**src/rtl/booth_mul.sv**
```systemverilog
// booth_mul: sequential radix-4 Booth multiplier for signed two's-complement operands.
//   One Booth digit is retired per clock. The product is registered and held until
//   the next operation completes.
// Ports:
//   clk     in   rising-edge clock
//   resetn  in   asynchronous active-low reset
//   enable  in   start request, sampled only in IDLE
//   A       in   W-bit signed multiplicand
//   B       in   W-bit signed multiplier
//   P       out  2W-bit signed product (registered)
//   busy    out  high in RUN and DONE
//   done    out  one-cycle pulse when P has just been updated
module booth_mul #(
    parameter int W = 8
) (
    input  logic           clk,
    input  logic           resetn,
    input  logic           enable,
    input  logic [W-1:0]   A,
    input  logic [W-1:0]   B,
    output logic [2*W-1:0] P,
    output logic           busy,
    output logic           done
);

    localparam int CW = $clog2(W/2);
    localparam logic [CW-1:0] LAST = CW'(W/2 - 1);

    typedef enum logic [1:0] {IDLE, RUN, DONE} state_t;

    state_t          state_q, state_d;
    logic [W-1:0]    mcand_q, mcand_d;
    logic [W:0]      mplier_q, mplier_d;   // B with the guard bit appended below the LSB
    logic [2*W+1:0]  acc_q, acc_d;
    logic [CW-1:0]   cnt_q, cnt_d;
    logic [2*W-1:0]  p_q, p_d;

    logic [W+1:0]    a_ext;
    logic [W+1:0]    pp;
    logic [2*W+1:0]  addend;

    always_comb begin
        state_d  = state_q;
        mcand_d  = mcand_q;
        mplier_d = mplier_q;
        acc_d    = acc_q;
        cnt_d    = cnt_q;
        p_d      = p_q;

        // Partial product digit*A; two extra bits keep +-2A from overflowing.
        a_ext = {{2{mcand_q[W-1]}}, mcand_q};
        case (mplier_q[2:0])
            3'b001, 3'b010: pp = a_ext;
            3'b011:         pp = a_ext << 1;
            3'b100:         pp = -(a_ext << 1);
            3'b101, 3'b110: pp = -a_ext;
            default:        pp = '0;
        endcase
        // Sign-extend to accumulator width and place at weight 4^cnt.
        addend = {{W{pp[W+1]}}, pp} << {cnt_q, 1'b0};

        case (state_q)
            IDLE: begin
                if (enable) begin
                    mcand_d  = A;
                    mplier_d = {B, 1'b0};
                    acc_d    = '0;
                    cnt_d    = '0;
                    state_d  = RUN;
                end
            end
            RUN: begin
                acc_d    = acc_q + addend;
                // Arithmetic shift brings the next overlapping triplet into [2:0].
                mplier_d = {{2{mplier_q[W]}}, mplier_q[W:2]};
                cnt_d    = cnt_q + CW'(1);
                if (cnt_q == LAST) begin
                    p_d     = acc_d[2*W-1:0];
                    state_d = DONE;
                end
            end
            DONE:    state_d = IDLE;
            default: state_d = IDLE;
        endcase
    end

    always_ff @(posedge clk or negedge resetn) begin
        if (!resetn) begin
            state_q  <= IDLE;
            mcand_q  <= '0;
            mplier_q <= '0;
            acc_q    <= '0;
            cnt_q    <= '0;
            p_q      <= '0;
        end else begin
            state_q  <= state_d;
            mcand_q  <= mcand_d;
            mplier_q <= mplier_d;
            acc_q    <= acc_d;
            cnt_q    <= cnt_d;
            p_q      <= p_d;
        end
    end

    assign P    = p_q;
    assign busy = (state_q != IDLE);
    assign done = (state_q == DONE);

endmodule
```
**config.mk**
```make
export PLATFORM = sky130hd
export DESIGN_NAME = booth_mul
export DESIGN_NICKNAME = d
export VERILOG_FILES = /design/src/rtl/booth_mul.sv
export SDC_FILE = /design/constraint.sdc
export NUM_CORES = 1
export LEC_CHECK = 0
export ABC_CLOCK_PERIOD_IN_PS = 4030
export BUFFER_PORTS_ARGS = -buffer_cell sky130_fd_sc_hd__buf_2
export CORE_UTILIZATION = 50
export CTS_CLUSTER_DIAMETER = 60
export DETAILED_ROUTE_END_ITERATION = 7
export PLACE_DENSITY = 0.78
export SYNTH_ARGS = -nofsm -noshare
export SYNTH_HDL_FRONTEND = slang
export SYNTH_SLANG_ARGS = --single-unit
```
**constraint.sdc**
```tcl
create_clock -name clk -period 4.03 [get_ports clk]
set_input_delay 0.806 -clock clk [delete_from_list [all_inputs] [get_ports clk]]
set_output_delay 0.806 -clock clk [all_outputs]
set_load 0.1 [all_outputs]
```
### After elaboration in Yosys (flattened, before gate mapping)

Cells that the tools add are included.

* flip-flop bits (word level): 55
* input port bits: 19
* output and inout bits: 18

* add/subtract/negate cells: 4
* eq/ne operators: 11
* shift operators: 1
* muxes and demuxes: 10
* bitwise logic cells: 1
* reduce and logical (&&, ||, !) cells: 10

Operators by type and width (number)
* $pmux 10 s4: 1
* $pmux 18 s2: 1
* $neg 10->10: 2
* $add 18x18->18: 1
* $mux 18: 1
* $pmux 9 s2: 1
* $shl 18x3->18: 1
* $eq 3x3->1 const B: 3
* $mux 9: 1
* $pmux 2 s2: 2
* $reduce_and 2->1: 4
* $eq 3x2->1 const B: 2
* $mux 2: 3
* $eq 2x2->1 const B: 2
* $ne 2x2->1 const B: 2
* $reduce_bool 2->1: 2
* $reduce_or 2->1: 2
* $eq 3x1->1 const B: 1
* $reduce_and 3->1: 1
* $add 2x1->2 const B: 1
* $eq 2x1->1 const B: 1
* $logic_not 2->1: 1
* $not 1->1: 1

### Longest topological paths before layout

Gate-level depths: netlist of run 1.

* depth in word-level cells: 6
* gate-level depth with buffers: 17

### Worst setup path after synthesis of run 1

Ideal clock, no wire load.

* kind: register to register
* start: register mcand_q[5]
* end: register acc_q[15]
* setup time: 69 ps
* data arrival time: 3511 ps
* setup slack: 450 ps
* cell stages (with the launch flop): 15
* buffers on the path: 0
* clock period less this slack: 3580 ps
* path through: dfrtp_1 > or4_4 > nor2_1 > and4b_1 > a311o_1 > mux2i_1 > a21oi_1 > ha_1 > and3_1 > nand2_1 > or2_2 > o21ai_1 > xnor2_4 > or3_1 > nand3_1

* longest elaborated chain between the ends: 5
* elaborated cells on any way between the ends: 6
* those cells by class: add/sub: 3; shift: 1; mux: 2

RTL lines
* from (decl): line 32 `logic [W-1:0] mcand_q, mcand_d;`
* from (signal assigned): line 97 `mcand_q <= mcand_d;`
* $neg 10->10 (on tied branches): line 56, 55
* $pmux 10 s4 *: line 52 `case (mplier_q[2:0])`
* $shl 18x3->18 *: line 60 `addend = {{W{pp[W+1]}}, pp} << {cnt_q, 1'b0};`
* $add 18x18->18 *: line 73 `acc_d = acc_q + addend;`
* $pmux 18 s2 *: line 62 `case (state_q)`
* to (signal assigned): line 92 `acc_q <= '0;`
* to (signal assigned): line 99 `acc_q <= acc_d;`
* to (decl): line 34 `logic [2*W+1:0] acc_q, acc_d;`

Mark *: on every way between the ends. The rest lies on a longest branch, timed or not.
A chain may end at the register's enable or synchronous reset.

### Worst setup path in the final report of run 1

* start: register mcand_q[3]
* end: register acc_q[15]

Same word-level chain as after synthesis.

==> flow_summary.toml, run 1 <==
[worst_setup_path]
cp-end-kind = "register"
crit_arrival_ns = 4.09
ff2ff_path_depth = 14
worst-setup-path-type = "register to register"
cp_max_fo = 7
slowest_delay_ns = 0.59
cpMaxStageDelayCell = "or4_4"
required_ns = 4.29
timing.rr.end = "acc_q[15]$_DFFE_PN0P_"
start_kind = "register"
timing.rr.start = "mcand_q[3]$_DFFE_PN0P_"
crit_chain = "or4_4, nor2_2, and4b_1, a311o_1, mux2i_1, a21oi_1, ha_1, and3_1, nand2_1, or2_2, o21ai_2, xnor2_4, or3_1, nand3_1"
r2r_slack_ns = 0.20

[cells_and_area]
nets = 455
diodes = 0
final_layout_size_suffix_gt1_frac = 0.191
postLayoutCellArea_mm2 = 0.00382
syn2layout_area_growth_pct = 12.7

[routing]
drc = 2
ant_nets = 0
viasPerCell = 5.84
wl_per_cell_um = 15.6
dr.pass1.iters = 6
via_count = 2897
drt-total-wl_um = 7740
dr.first_iter.drc_count = 179

[floorplanning]
start_util = 0.525
rows = 29
fp.dieW_um = 84.3
io_pins = 37
core_mm2 = 0.00646
die_h_um = 84.3
dieArea_mm2 = 0.00711

[cts]
clk_pin_slew_ns = 0.10
htreeDepth = 2
cts-buffers-inserted = 5
clk_latency_ns = 0.32
root_buffer = "clkbuf_8"
cts_tree = "done"
clock-sinks = 53
cts_buffer_depth = 2

[synth]
synth_edf_count = 0
yosysWarnings = 0
synth_ff_type = "dfrtp_1"
ys_seq_area_frac = 0.391
avgSynthCellArea_um2 = 8.82
ys_async_sr_fraction = 1.00
yosysUniqueCellTypes = 52
synth_nets = 421
ys_ff_latch = 53
synth_cells = 384
mappedNetlistArea_mm2 = 0.00339

[timing]
max_freq_mhz = 261
slew_headroom = 0.375
setup_viol = 0
fin_crit_sh = 0.950
drv_slew = 0
fin_crit_ns = 3.83
rsz0062_at_grt = "no"
setup_tns_ns = 0
worst_pin_slew_ns = 0.938
hold_ws_ns = 0.460
hold_viol = 0
finClkSkew_ns = 0.0154

[placement]
placedInstanceArea_mm2 = 0.00366
gp_congestion = 0.880
dpl.hpwl_um = 5770
port_buffers = 36

[run]
cap_violations = 0

[grt]
antenna_found_initial = 0
grt-ovfl-total = 0
grt_pass1_wl_um = 13200
grt_max_degree = 32
grt_pass1_vias = 2849
grt_util_all_layers = 0.233

[worst_hold_path]
hp-class = "input pin to asynchronous set/reset pin"

[status]
violations = "DRC"
status = "complete, but fails checks"
## Yosys cell counts (2+ instances only)
cell / number / area [µm²]
a211oi_1: 2 / 15.0
a22oi_1: 6 / 45.0
mux2i_1: 9 / 90.1
buf_2: 2 / 10.0
a21oi_1: 22 / 110
nand3b_1: 2 / 15.0
o32ai_1: 2 / 17.5
a211o_1: 2 / 17.5
xnor2_1: 8 / 70.1
or3_1: 2 / 12.5
or2_2: 4 / 25.0
ha_1: 17 / 213
o221ai_1: 2 / 17.5
dfrtp_1: 53 / 1330
nand2_1: 68 / 255
o21ai_1: 6 / 30.0
o21a_1: 6 / 45.0
clkbuf_1: 13 / 48.8
o22ai_1: 12 / 75.1
nand4_1: 2 / 12.5
xor2_1: 13 / 114
nor3_1: 4 / 20.0
inv_1: 8 / 30.0
o21bai_1: 2 / 15.0
nor2b_1: 5 / 31.3
buf_1: 4 / 15.0
a21o_1: 3 / 22.5
mux2_2: 10 / 113
o31ai_1: 2 / 15.0
nand2b_1: 6 / 37.5
nor2_1: 17 / 63.8
nand3_1: 5 / 25.0
a31oi_1: 4 / 25.0
o21ai_0: 42 / 210
and2_1: 2 / 12.5
## flip-flops by register name (all words and copies together) (netlist names)
register  count
state_q       2
cnt_q         2
acc_q        16
P            16
mplier_q      9
mcand_q       8
## layout by cell type, fill, tap and decap left out, drive strengths merged, types with 10 or more instances in the layout
| master | n |
|---|---|
| nand2 | 68 |
| dfrtp | 53 |
| o21ai | 48 |
| buf | 46 |
| a21oi | 22 |
| ha | 17 |
| nor2 | 17 |
| xor2 | 13 |
| o22ai | 12 |
| mux2 | 10 |
## cell type report
class	count	area, µm²
repair buffers	46	255
clock inverters	1	30.0
flip-flops and latches	53	1330
inverters	9	33.8
clock buffers	7	86.3
multi-input cells	303	1990
well taps	77	96.3
fillers	601	2640
## cells by family (layout without fill, tap and decap cells)
logic type | Yosys count | in the layout | share of synthesized area
and+or+nand+nor | 125 | 125 | 0.175
buffers and inverters | 28 | 63 | 0.0318
DFF | 53 | 53 | 0.391
AOI/OAI and AO/OA | 119 | 119 | 0.211
muxes | 19 | 19 | 0.0598
adders and majority gates | 18 | 18 | 0.0687
xor gates and xnor gates | 22 | 22 | 0.0624
## worst max-delay path: cells and delay by family, from the launching register on
family          cells  cell delay, ns
fa+ha+maj           1            0.39
flops               1            0.47
xor+xnor            1            0.10
simple gates        8            1.97
compound gates      3            0.66
mux                 1            0.19
## routing by layer
layer | wire length (µm) | track usage | vias to the layer above
met5 | 0 | 0 | -
met4 | 146 | 0.0831 | 0
met3 | 296 | 0.0364 | 13
met2 | 3640 | 0.391 | 65
met1 | 3660 | 0.306 | 1378
li1 | - | - | 1441
## stage by stage
| stage | util | std cells | worst slack (ns) |
|---|---|---|---|
| after floorplan | - | 384 | 0.450 |
| after CTS | 0.585 | 495 | 0.0773 |
| after detailed placement | 0.567 | 487 | 0.0966 |
| after global routing | 0.591 | 496 | 0.00329 |
| final | 0.591 | 496 | 0.200 |
| after global placement | 0.567 | 487 | 0.169 |
## worst max path at each step
stage,end,from
global placement,acc_q[15]$_DFFE_PN0P_,mcand_q[3]$_DFFE_PN0P_
detailed placement,acc_q[15]$_DFFE_PN0P_,mcand_q[5]$_DFFE_PN0P_
floorplan,acc_q[15]$_DFFE_PN0P_,mcand_q[5]$_DFFE_PN0P_
global route,acc_q[15]$_DFFE_PN0P_,mcand_q[5]$_DFFE_PN0P_
CTS,acc_q[15]$_DFFE_PN0P_,mcand_q[5]$_DFFE_PN0P_
finish,acc_q[15]$_DFFE_PN0P_,mcand_q[3]$_DFFE_PN0P_
## timing repair
item                                    4_1_cts  5_1_grt
endpoints found under the setup margin        0       10
hold buffers                                  0        0
gates resized for setup                       0        8
buffers inserted                              0        1
Power of run 1 is not shown: default switching activity piles up to over one toggle a cycle in this logic, so the estimate is an artifact.
==> inputs of run 2 (changes only) <==
==> constraint.sdc (replaced) <==
create_clock -name clk -period 4.03 [get_ports clk]
set_input_delay 0.403 -clock clk [delete_from_list [all_inputs] [get_ports clk]]
set_output_delay 0.403 -clock clk [all_outputs]
set_load 0.1 [all_outputs]
==> flow_summary.toml, run 2 (same netlist as run 1, synthesis figures left out) <==
[cts]
clock-sinks = 53
clk_latency_ns = 0.31
root_buffer = "clkbuf_8"
cts_buffer_depth = 2
clk_pin_slew_ns = 0.10
htreeDepth = 2
cts_tree = "done"
cts-buffers-inserted = 5
cts_hold_buffers = 0

[worst_setup_path]
slowest_delay_ns = 0.58
cpMaxStageDelayCell = "or4_4"
worst-setup-path-type = "register to register"
cp_top_family = "compound AO/OA/AOI/OAI gates"
cp.buffers_inverters = 1
timing.rr.end = "P[10]$_DFFE_PN0P_"
cp_max_fo = 6
start_kind = "register"
ff2ff_path_depth = 14
required_ns = 4.19
r2r_slack_ns = 0.12
crit_arrival_ns = 4.08
cp-end-kind = "register"
crit_chain = "or4_4, nor4_4, nand2b_1, xor2_1, o21ai_1, o21ai_1, mux2i_1, ha_1, a211o_1, o32ai_2, o21a_1, buf_4, xor2_1, o21ai_0"
crit_start = "mcand_q[5]$_DFFE_PN0P_"
timing.rr.start = "mcand_q[5]$_DFFE_PN0P_"

[floorplanning]
rows = 29
core_mm2 = 0.00646
fp.dieW_um = 84.3
start_util = 0.525
die_h_um = 84.3
dieArea_mm2 = 0.00711
io_pins = 37

[cells_and_area]
final_common_cell = "nand2_1"
finalNonFillerCells = 498
utilization = 0.596
final_cell_mix = "nand2_1 (68), dfrtp_1 (50), o21ai_0 (40), buf_2 (36), a21oi_1 (19)"
syn2layout_area_growth_pct = 13.6
nets = 458
diodes = 0
final_layout_size_suffix_gt1_frac = 0.209

[worst_hold_path]
hp-class = "input pin to asynchronous set/reset pin"

[run]
cap_violations = 0

[grt]
grt_max_degree = 35
grt_pass1_wl_um = 13700
grt_util_all_layers = 0.237
antenna_found_initial = 0
grt-ovfl-total = 0
grt_pass1_vias = 2887

[timing]
setup_ws_ns = 0.115
setup_viol = 0
worst_pin_slew_ns = 0.928
slew_headroom = 0.381
max_freq_mhz = 255
fin_crit_ns = 3.91
finClkSkew_ns = 0.00881
hold_ws_ns = 0.0201
fin_crit_sh = 0.971
hold_viol = 0
drv_slew = 0
rsz0062_at_grt = "yes"

[placement]
dp_slack_ns = 0.119
gp_congestion = 0.870
dpl.hpwl_um = 5710
port_buffers = 36
place_inst = 487

[routing]
dr.first_iter.drc_count = 218
via_count = 2927
drc = 1
drt-total-wl_um = 7860
ant_nets = 0
viasPerCell = 5.88
dr.pass1.iters = 8
wl_per_cell_um = 15.8

[status]
violations = "DRC"
status = "complete, but fails checks"
[run 2: what timing repair did]
item                                    4_1_cts  5_1_grt
buffers inserted                              0        4
resized for setup                             0       17
endpoints found under the setup margin        0       10
hold endpoints to repair                      0        0
[run 2: metrics by stage]
step / TNS [ns] / instance area, µm²
2_1_floorplan: 0 / 3390
3_3_place_gp: 0 / 3660
3_5_place_dp: 0 / 3660
4_1_cts: 0 / 3770
5_1_grt: -0.106 / 3850
6_report: 0 / 3850
[run 2: layer usage]
| layer | track usage | up-vias | wire length (µm) |
|---|---|---|---|
| met2 | 0.383 | 72 | 3650 |
| met5 | 0 | - | 0 |
| met1 | 0.334 | 1407 | 3810 |
| li1 | - | 1436 | - |
| met4 | 0.0690 | 0 | 123 |
| met3 | 0.0324 | 12 | 278 |
[run 2: how the worst max path moves through the flow]
stage,to,slack (ns),cells past startpoint
6_report,P[10]$_DFFE_PN0P_,0.12,14
5_1_grt,acc_q[14]$_DFFE_PN0P_,-0.04,14
3_3_place_gp,P[15]$_DFFE_PN0P_,0.22,14
4_1_cts,P[15]$_DFFE_PN0P_,0.11,14
3_5_place_dp,P[15]$_DFFE_PN0P_,0.12,14
2_1_floorplan,acc_q[15]$_DFFE_PN0P_,0.45,14
[run 2: cell type report]
type / instances / area, µm²
tap: 77 / 96.3
sequential: 53 / 1330
fill: 587 / 2610
clock buffer: 5 / 68.8
multi-input combinational: 303 / 2000
clock inverter: 2 / 38.8
inverter: 9 / 33.8
timing repair buffer: 49 / 278
[run 2: worst register-to-register path, stage by stage, from the launching register on]
cell	delay [ns]
dfrtp_2	0.45
or4_4	0.58
nor4_4	0.37
nand2b_1	0.17
xor2_1	0.14
o21ai_1	0.11
o21ai_1	0.19
mux2i_1	0.10
ha_1	0.38
a211o_1	0.29
o32ai_2	0.28
o21a_1	0.25
buf_4	0.14
xor2_1	0.21
o21ai_0	0.13
Power of run 2 is left out for the same reason.
